File: config.mk
export PLATFORM = sky130hd
export DESIGN_NAME = im_fetch_arb
export DESIGN_NICKNAME = d
export VERILOG_FILES = /design/src/rtl/im_arb_pkg.sv /design/src/rtl/im_arb_fair_cnt.sv /design/src/rtl/im_fetch_arb.sv
export SDC_FILE = /design/constraint.sdc
export NUM_CORES = 1
export LEC_CHECK = 0
export ABC_AREA = 1
export CAP_MARGIN = 10
export CORE_AREA = 2 2 82 84
export CTS_CLUSTER_SIZE = 40
export DETAILED_ROUTE_END_ITERATION = 7
export DIE_AREA = 0 0 84 86
export PLACE_DENSITY = 0.75
export SLEW_MARGIN = 20
export SYNTH_ARGS = -nofsm -noshare
export SYNTH_HDL_FRONTEND = slang
export SYNTH_HIERARCHICAL = 1
export SYNTH_SLANG_ARGS = --single-unit
File: constraint.sdc
create_clock -name clk -period 3.6 [get_ports clk]
set_input_delay 0.36 -clock clk [delete_from_list [all_inputs] [get_ports clk]]
set_output_delay 0.36 -clock clk [all_outputs]
set_load 0.01 [all_outputs]
File: src/rtl/im_arb_pkg.sv
// im_arb_pkg -- shared definitions for the instruction-memory fetch/load arbiter.
//   arb_state_e    : arbiter FSM states (IDLE, FETCH_RSP, LOAD_ACK)
//   DEF_ADDR_BITS  : default word-address width into instruction memory
//   DEF_LOAD_BURST : default number of back-to-back load grants a waiting fetch tolerates
//   addr_bad()     : true for a misaligned byte address or one with bits above the memory
package im_arb_pkg;

    localparam int unsigned DEF_ADDR_BITS  = 10;
    localparam int unsigned DEF_LOAD_BURST = 4;

    typedef enum logic [1:0] {
        IDLE      = 2'd0,
        FETCH_RSP = 2'd1,
        LOAD_ACK  = 2'd2
    } arb_state_e;

    function automatic logic addr_bad(input logic [31:0] addr, input int unsigned abits);
        logic [31:0] hi;
        hi = addr >> (abits + 2);
        return (addr[1:0] != 2'b00) || (hi != 32'd0);
    endfunction

endpackage

File: src/rtl/im_arb_fair_cnt.sv
// im_arb_fair_cnt -- saturating starvation counter for the fetch requester.
// Counts load grants issued while a fetch is waiting; saturates at LOAD_BURST.
// Ports:
//   clk   : clock, rising edge
//   reset : asynchronous active-low reset, clears the count
//   inc   : a load was granted while a fetch was pending
//   clr   : fetch granted, or no fetch pending in IDLE (clear has priority)
//   sat   : count has reached LOAD_BURST
module im_arb_fair_cnt
    import im_arb_pkg::*;
#(
    parameter int unsigned LOAD_BURST = DEF_LOAD_BURST
) (
    input  logic clk,
    input  logic reset,
    input  logic inc,
    input  logic clr,
    output logic sat
);

    localparam int unsigned CW = (LOAD_BURST < 1) ? 1 : $clog2(LOAD_BURST + 1);

    logic [CW-1:0] cnt_q, cnt_d;

    assign sat = (cnt_q == CW'(LOAD_BURST));

    always_comb begin
        cnt_d = cnt_q;
        if (clr) begin
            cnt_d = '0;
        end else if (inc && !sat) begin
            cnt_d = cnt_q + CW'(1);
        end
    end

    always_ff @(posedge clk or negedge reset) begin
        if (!reset) begin
            cnt_q <= '0;
        end else begin
            cnt_q <= cnt_d;
        end
    end

endmodule

File: src/rtl/im_fetch_arb.sv
// im_fetch_arb -- arbitrates one single-port, synchronous-read instruction memory between
// the CPU fetch port and the program-loader write port. Each transaction takes two cycles:
// a grant cycle in IDLE that drives the memory, then one response/ack cycle.
// Loads win ties until LOAD_BURST of them have been granted while a fetch waits.
// Ports:
//   clk, reset                    : clock; asynchronous active-low reset
//   if_req, if_pc                 : fetch request and byte PC
//   if_valid, if_instr            : one-cycle fetch response (if_instr is 0 when not valid)
//   ld_req, ld_addr, ld_data      : loader write request and payload
//   ld_ack                        : one-cycle loader acknowledge
//   mem_addr, mem_we, mem_wdata   : memory command (driven only in the grant cycle)
//   mem_rdata                     : memory read data, valid the cycle after the address
//   arb_err                       : sticky address-error flag
// Build option: define IM_ARB_ERR_EN to flag misaligned/out-of-range addresses on arb_err;
// such loads are acked without writing and such fetches return 0. Without it, addresses
// simply wrap and arb_err is tied to 0.
module im_fetch_arb
    import im_arb_pkg::*;
#(
    parameter int unsigned ADDR_BITS  = DEF_ADDR_BITS,
    parameter int unsigned LOAD_BURST = DEF_LOAD_BURST
) (
    input  logic                 clk,
    input  logic                 reset,
    input  logic                 if_req,
    input  logic [31:0]          if_pc,
    output logic                 if_valid,
    output logic [31:0]          if_instr,
    input  logic                 ld_req,
    input  logic [31:0]          ld_addr,
    input  logic [31:0]          ld_data,
    output logic                 ld_ack,
    output logic [ADDR_BITS-1:0] mem_addr,
    output logic                 mem_we,
    output logic [31:0]          mem_wdata,
    input  logic [31:0]          mem_rdata,
    output logic                 arb_err
);

    arb_state_e state_q, state_d;

    logic starve_sat;
    logic grant_ld, grant_if;
    logic cnt_inc, cnt_clr;
    logic ld_bad, if_bad;
    logic nop_q;

    // Byte-address bits that do not select a word; only consulted by the error check.
    logic unused_addr_bits;
    assign unused_addr_bits = ^{ld_addr[31:ADDR_BITS+2], ld_addr[1:0],
                                if_pc[31:ADDR_BITS+2], if_pc[1:0]};

    // Grant decode: only IDLE samples requests, so in-flight transactions ignore them.
    always_comb begin
        grant_ld = 1'b0;
        grant_if = 1'b0;
        if (state_q == IDLE) begin
            if (ld_req && (!if_req || !starve_sat)) begin
                grant_ld = 1'b1;
            end else if (if_req) begin
                grant_if = 1'b1;
            end
        end
    end

    assign cnt_inc = grant_ld && if_req;
    assign cnt_clr = grant_if || ((state_q == IDLE) && !if_req);

    im_arb_fair_cnt #(
        .LOAD_BURST (LOAD_BURST)
    ) u_fair_cnt (
        .clk   (clk),
        .reset (reset),
        .inc   (cnt_inc),
        .clr   (cnt_clr),
        .sat   (starve_sat)
    );

`ifdef IM_ARB_ERR_EN
    logic err_q;

    assign ld_bad  = addr_bad(ld_addr, ADDR_BITS);
    assign if_bad  = addr_bad(if_pc, ADDR_BITS);
    assign arb_err = err_q;

    always_ff @(posedge clk or negedge reset) begin
        if (!reset) begin
            err_q <= 1'b0;
            nop_q <= 1'b0;
        end else begin
            if ((grant_ld && ld_bad) || (grant_if && if_bad)) begin
                err_q <= 1'b1;
            end
            // Remembers that the fetch now in FETCH_RSP must return a nop.
            if (grant_if) begin
                nop_q <= if_bad;
            end
        end
    end
`else
    assign ld_bad  = 1'b0;
    assign if_bad  = 1'b0;
    assign nop_q   = 1'b0;
    assign arb_err = 1'b0;
`endif

    // State register.
    always_ff @(posedge clk or negedge reset) begin
        if (!reset) begin
            state_q <= IDLE;
        end else begin
            state_q <= state_d;
        end
    end

    // Next-state logic.
    always_comb begin
        state_d = IDLE;
        case (state_q)
            IDLE: begin
                if (grant_ld) begin
                    state_d = LOAD_ACK;
                end else if (grant_if) begin
                    state_d = FETCH_RSP;
                end
            end
            FETCH_RSP: state_d = IDLE;
            LOAD_ACK:  state_d = IDLE;
            default:   state_d = IDLE;
        endcase
    end

    // Outputs. Gated by reset so the memory command drops the instant reset asserts,
    // which also keeps a write issued in that cycle from landing.
    always_comb begin
        mem_we    = 1'b0;
        mem_addr  = '0;
        mem_wdata = '0;
        if_valid  = 1'b0;
        if_instr  = '0;
        ld_ack    = 1'b0;
        if (reset) begin
            case (state_q)
                IDLE: begin
                    if (grant_ld) begin
                        mem_we    = !ld_bad;
                        mem_addr  = ld_addr[ADDR_BITS+1:2];
                        mem_wdata = ld_data;
                    end else if (grant_if) begin
                        mem_addr  = if_pc[ADDR_BITS+1:2];
                    end
                end
                FETCH_RSP: begin
                    if_valid = 1'b1;
                    if_instr = nop_q ? 32'd0 : mem_rdata;
                end
                LOAD_ACK: begin
                    ld_ack = 1'b1;
                end
                default: ;
            endcase
        end
    end

endmodule
== Yosys cells after proc, flatten, opt, wreduce, memory -nomap -nowiden ==
Cells that the tools add are included.
Word-level totals
  flip-flop bits (word level): 5
  output and inout port bits: 78
  input bits: 132
Cells by class
  reductions and logical operators: 10
  mux-type cells: 26
  add/sub/neg operators: 1
  equal/unequal tests: 3
Operators by type and width (count)
  two-way mux 32 bit: 5
  two-way mux 10 bit: 4
  two-way mux 1 bit: 13
  two-way mux 3 bit: 2
  logical AND 1 bit: 4
  two-way mux 2 bit: 2
  adder 3 x 1 -> 3 bit (second input constant): 1
  == test 3 bit (second input constant): 1
  == test 2 x 1 -> 1 bit (second input constant): 1
  == test 2 bit (second input constant): 1
  zero test 1 bit: 2
  zero test 2 bit: 1
  logical OR 1 bit: 2
  nonzero test 2 bit: 1

== Longest topological paths before layout ==
  word-level depth: 10
  gate-level depth with buffers: 14

== Modules after synthesis ==
The synthesis kept the hierarchy.
Modules (own cells, without submodules)
  im_fetch_arb: sequential area each 50.0 µm², area each 894.6 µm², cells each 197, times used 1
  im_arb_fair_cnt: sequential area each 75.1 µm², area each 185.2 µm², cells each 25, times used 1

== Worst setup path after synthesis ==
Ideal clock, no wire load.
  path type: register to output
  start: reg u_fair_cnt.cnt_q[0]
  end: out mem_addr[0]
  stages on the path, launching flop included: 9
  arrival: 1422 ps
  path slack: 1818 ps
  path through: dfrtp_1 inv_1 ha_1 nand2_2 inv_1 nand2_1 clkbuf_1 nand4_1 a21oi_1
On the way
  cells in the longest elaborated chain, start to end: 10
  elaborated cells on any way between the ends: 12
  those cells by class: eq/ne (1); mux (8); reduce/logical (3)
Ends and longest elaborated chain
  from (decl): line im_arb_fair_cnt.sv:23  | logic [CW-1:0] cnt_q, cnt_d;
  from (signal assigned): line im_arb_fair_cnt.sv:40  | cnt_q <= cnt_d;
  == test 3 bit (*): line im_arb_fair_cnt.sv:25  | assign sat = (cnt_q == CW'(LOAD_BURST));
  via starve_sat: line im_fetch_arb.sv:42  | logic starve_sat;
  zero test 1 bit (*): line im_fetch_arb.sv:58  | if (ld_req && (!if_req || !starve_sat)) begin
  logical OR 1 bit (*): line im_fetch_arb.sv:58
  logical AND 1 bit (*): line im_fetch_arb.sv:58
  two-way mux 1 bit: line im_fetch_arb.sv:58
  two-way mux 1 bit: line im_fetch_arb.sv:57  | if (state_q == IDLE) begin
  two-way mux 10 bit: line im_fetch_arb.sv:149  | end else if (grant_if) begin
  two-way mux 10 bit (*): line im_fetch_arb.sv:145  | if (grant_ld) begin
  two-way mux 10 bit (*): line im_fetch_arb.sv:143  | case (state_q)
  two-way mux 10 bit (*): line im_fetch_arb.sv:142  | if (reset) begin
  to (decl): line im_fetch_arb.sv:33  | output logic [ADDR_BITS-1:0] mem_addr,
The timed path passes the listed nets; every way through them passes the cells marked *.

== Final worst setup path ==
  start: reg u_fair_cnt.cnt_q[0]
  end: out mem_wdata[12]
On the way
  cells in the longest elaborated chain, start to end: 9
Ends and longest elaborated chain
  == test 3 bit: line im_arb_fair_cnt.sv:25
  via starve_sat: line im_fetch_arb.sv:42
  zero test 1 bit: line im_fetch_arb.sv:58
  logical OR 1 bit: line im_fetch_arb.sv:58
  logical AND 1 bit: line im_fetch_arb.sv:58
  two-way mux 1 bit: line im_fetch_arb.sv:58
  two-way mux 1 bit: line im_fetch_arb.sv:57
  two-way mux 32 bit: line im_fetch_arb.sv:145
  two-way mux 32 bit: line im_fetch_arb.sv:143
  two-way mux 32 bit: line im_fetch_arb.sv:142
  to (decl): line im_fetch_arb.sv:35  | output logic [31:0] mem_wdata,
The timed path passes the listed nets, and every way through them passes these cells.

==> results.ini <==
[clocking]
cts_buffer_depth = 2
clock_sinks = 5
htreeDepth = 1
clkTransAtPathRegs_ns = 0.04
cts_setup_buffers = 0
cts_buffers = 3
hold_buffers = 0
clk_latency_ns = 0.22
clock-root-buffer = clkbuf_8
cts_tree = yes
cts_resized = 0

[timing]
hold_violations = 0
worstMarginPinSlew_ns = 0.511
clock-skew-final_ns = 0.00469
finalSetupViolCount = 0
whs_ns = 0.404
tns_ns = 0
fin_crit_ns = 3.21
max-slew-margin-rel = 0.659
post-route-period-util = 0.892
drv_slew = 0
grt_setup_unrepaired = no
fmax_ghz = 0.311

[critical_path]
critical_path_class = register to primary output
critPathMaxFanout = 33
endpoint_kind = primary output
critical_path_required_ns = 3.24
start_kind = register
crit_arrival_ns = 2.85

[floorplan]
die_h_microns = 86
ios = 210
fp.dieW_microns = 84
core_area_sq_um = 6280
initial_core_util = 0.172
die_area_sq_um = 7220
num_rows = 29

[synthesis]
synth_nets = 356
synth_top_cell_area_share = 0.247
synth_area_leader_cell = nor2_1
synth_commonest_cells = 71 x nor2_1, 42 x nand2_1, 41 x inv_1, 22 x nand4_1, 10 x a21oi_1
ys_types = 21
synth_cells = 222
yosys_warnings = 6
async_reset_ff_frac = 1.00
synthTopCellsByArea = nor2_1 25%, nand2_1 15%, inv_1 14%
ys_ff_latch = 5
synth_edf_count = 0
yosysMostFrequentCell = nor2_1
synth_area_sq_um = 1080
synth_seq_area_share = 0.116
synth.avg_cell_area_sq_um = 4.86
ys.flop_type = dfrtp_1

[detailed_routing]
wl_per_cell_microns = 10.9
drc = 0
drt-pass1-iter-count = 4
ant_nets = 0
vias = 1917
first_iter_violations = 19
routed_wl_microns = 4960
vias_per_cell = 4.21

[global_routing]
antenna_found_initial = 0
grt_max_degree = 44
grt_pass1_wl_microns = 8160
grt_pass1_vias = 1854
grt_use_total = 0.134
gr-total-overflow = 0

[finish]
area_growth_pct = 160
drive_gt1_frac = 0.0397
final_util = 0.447
fin_area_sq_um = 2800
antenna_cells = 0
layout.nets = 513

[power]
ir_worst_vdd_mv = 0.113
p_leak_nw = 1.24
power.density_nw_per_um2 = 152

[hold_path]
hold_path_class = input port to asynchronous set/reset pin

[placement]
place_area_sq_um = 2760
port_buffers = 164
dp_hpwl_microns = 4090
place_congestion = 0.828

[status]
status = finished, final reports clean

[flow_run]
max_cap_violations = 0

==> where the power goes <==
part	total [mW]	switching, mW	internal, mW
clock	0.103	0.0284	0.0744
sequential	0.0644	0.00431	0.0600
combinational	0.258	0.104	0.154
==> logic make-up (layout without fill, tap and decap cells) <==
kind of cell | after synthesis | after routing | synth area share
DFF | 5 | 5 | 0.116
AOI/OAI and AO/OA | 11 | 11 | 0.0510
and+or+nand+nor | 141 | 141 | 0.557
other | 1 | 1 | 0.00347
adders and majority gates | 2 | 2 | 0.0232
buffers and inverters | 62 | 218 | 0.249
==> final timing paths <==
kind                                          start                  end  slack, ns  depth (start not counted)
min in group clk                u_fair_cnt/cnt_q[1]  u_fair_cnt/cnt_q[1]       0.54                          2
worst max-delay path            u_fair_cnt/cnt_q[0]        mem_wdata[12]       0.39                         13
worst max register to register  u_fair_cnt/cnt_q[0]  u_fair_cnt/cnt_q[2]       1.33                         15
worst min register to register  u_fair_cnt/cnt_q[1]  u_fair_cnt/cnt_q[1]       0.54                          2
max in group asynchronous                     reset  u_fair_cnt/cnt_q[2]       2.95                          1
worst min-delay path                          reset           state_q[1]       0.40                          1
==> through the flow <==
stage / setup WS [ns] / power [mW] / std cells
2_1_floorplan: 1.82 / 0.164 / 222
3_3_place_gp: 0.647 / 0.320 / 451
3_5_place_dp: 0.640 / 0.324 / 451
4_1_cts: 0.392 / 0.431 / 455
5_1_grt: 0.203 / 0.458 / 455
6_report: 0.388 / 0.425 / 455
==> state kept, by name, indices dropped and copies added (netlist names) <==
| register | flops |
|---|---|
| state_q | 2 |
| u_fair_cnt/cnt_q | 3 |
==> metal layers <==
layer | GRT usage | routed length [microns] | vias to the layer above
met4 | 0.0484 | 99 | 0
li1 | - | - | 973
met1 | 0.130 | 1850 | 808
met2 | 0.268 | 2450 | 128
met3 | 0.0356 | 565 | 8
met5 | 0 | 0 | -
==> area by class of cell <==
class | count | area [sq um]
multi-input cells | 155 | 686
clock buffers | 3 | 41.3
clock inverters | 1 | 5.00
repair buffers | 169 | 1680
fillers | 630 | 3470
well taps | 77 | 96.3
flip-flops and latches | 5 | 125
inverters | 45 | 171
==> worst max-delay path: stages (launching register included) <==
cell	delay, ns
dfrtp_1	0.37
inv_1	0.07
ha_1	0.22
nand2_2	0.11
inv_1	0.05
nand2_1	0.05
buf_4	0.17
nand2_1	0.30
inv_2	0.16
nand2_2	0.09
inv_4	0.26
nand2_1	0.11
nor2_1	0.10
clkdlybuf4s50_1	0.54
==> cell usage in the layout (no fill, tap or decap), types with 3 or more instances in the layout <==
cell,instances
a21oi_1,10
buf_4,5
clkbuf_8,3
clkdlybuf4s50_1,164
dfrtp_1,5
inv_1,41
nand2_1,42
nand4_1,22
nor2_1,71
(Power assumes the default switching activity.)
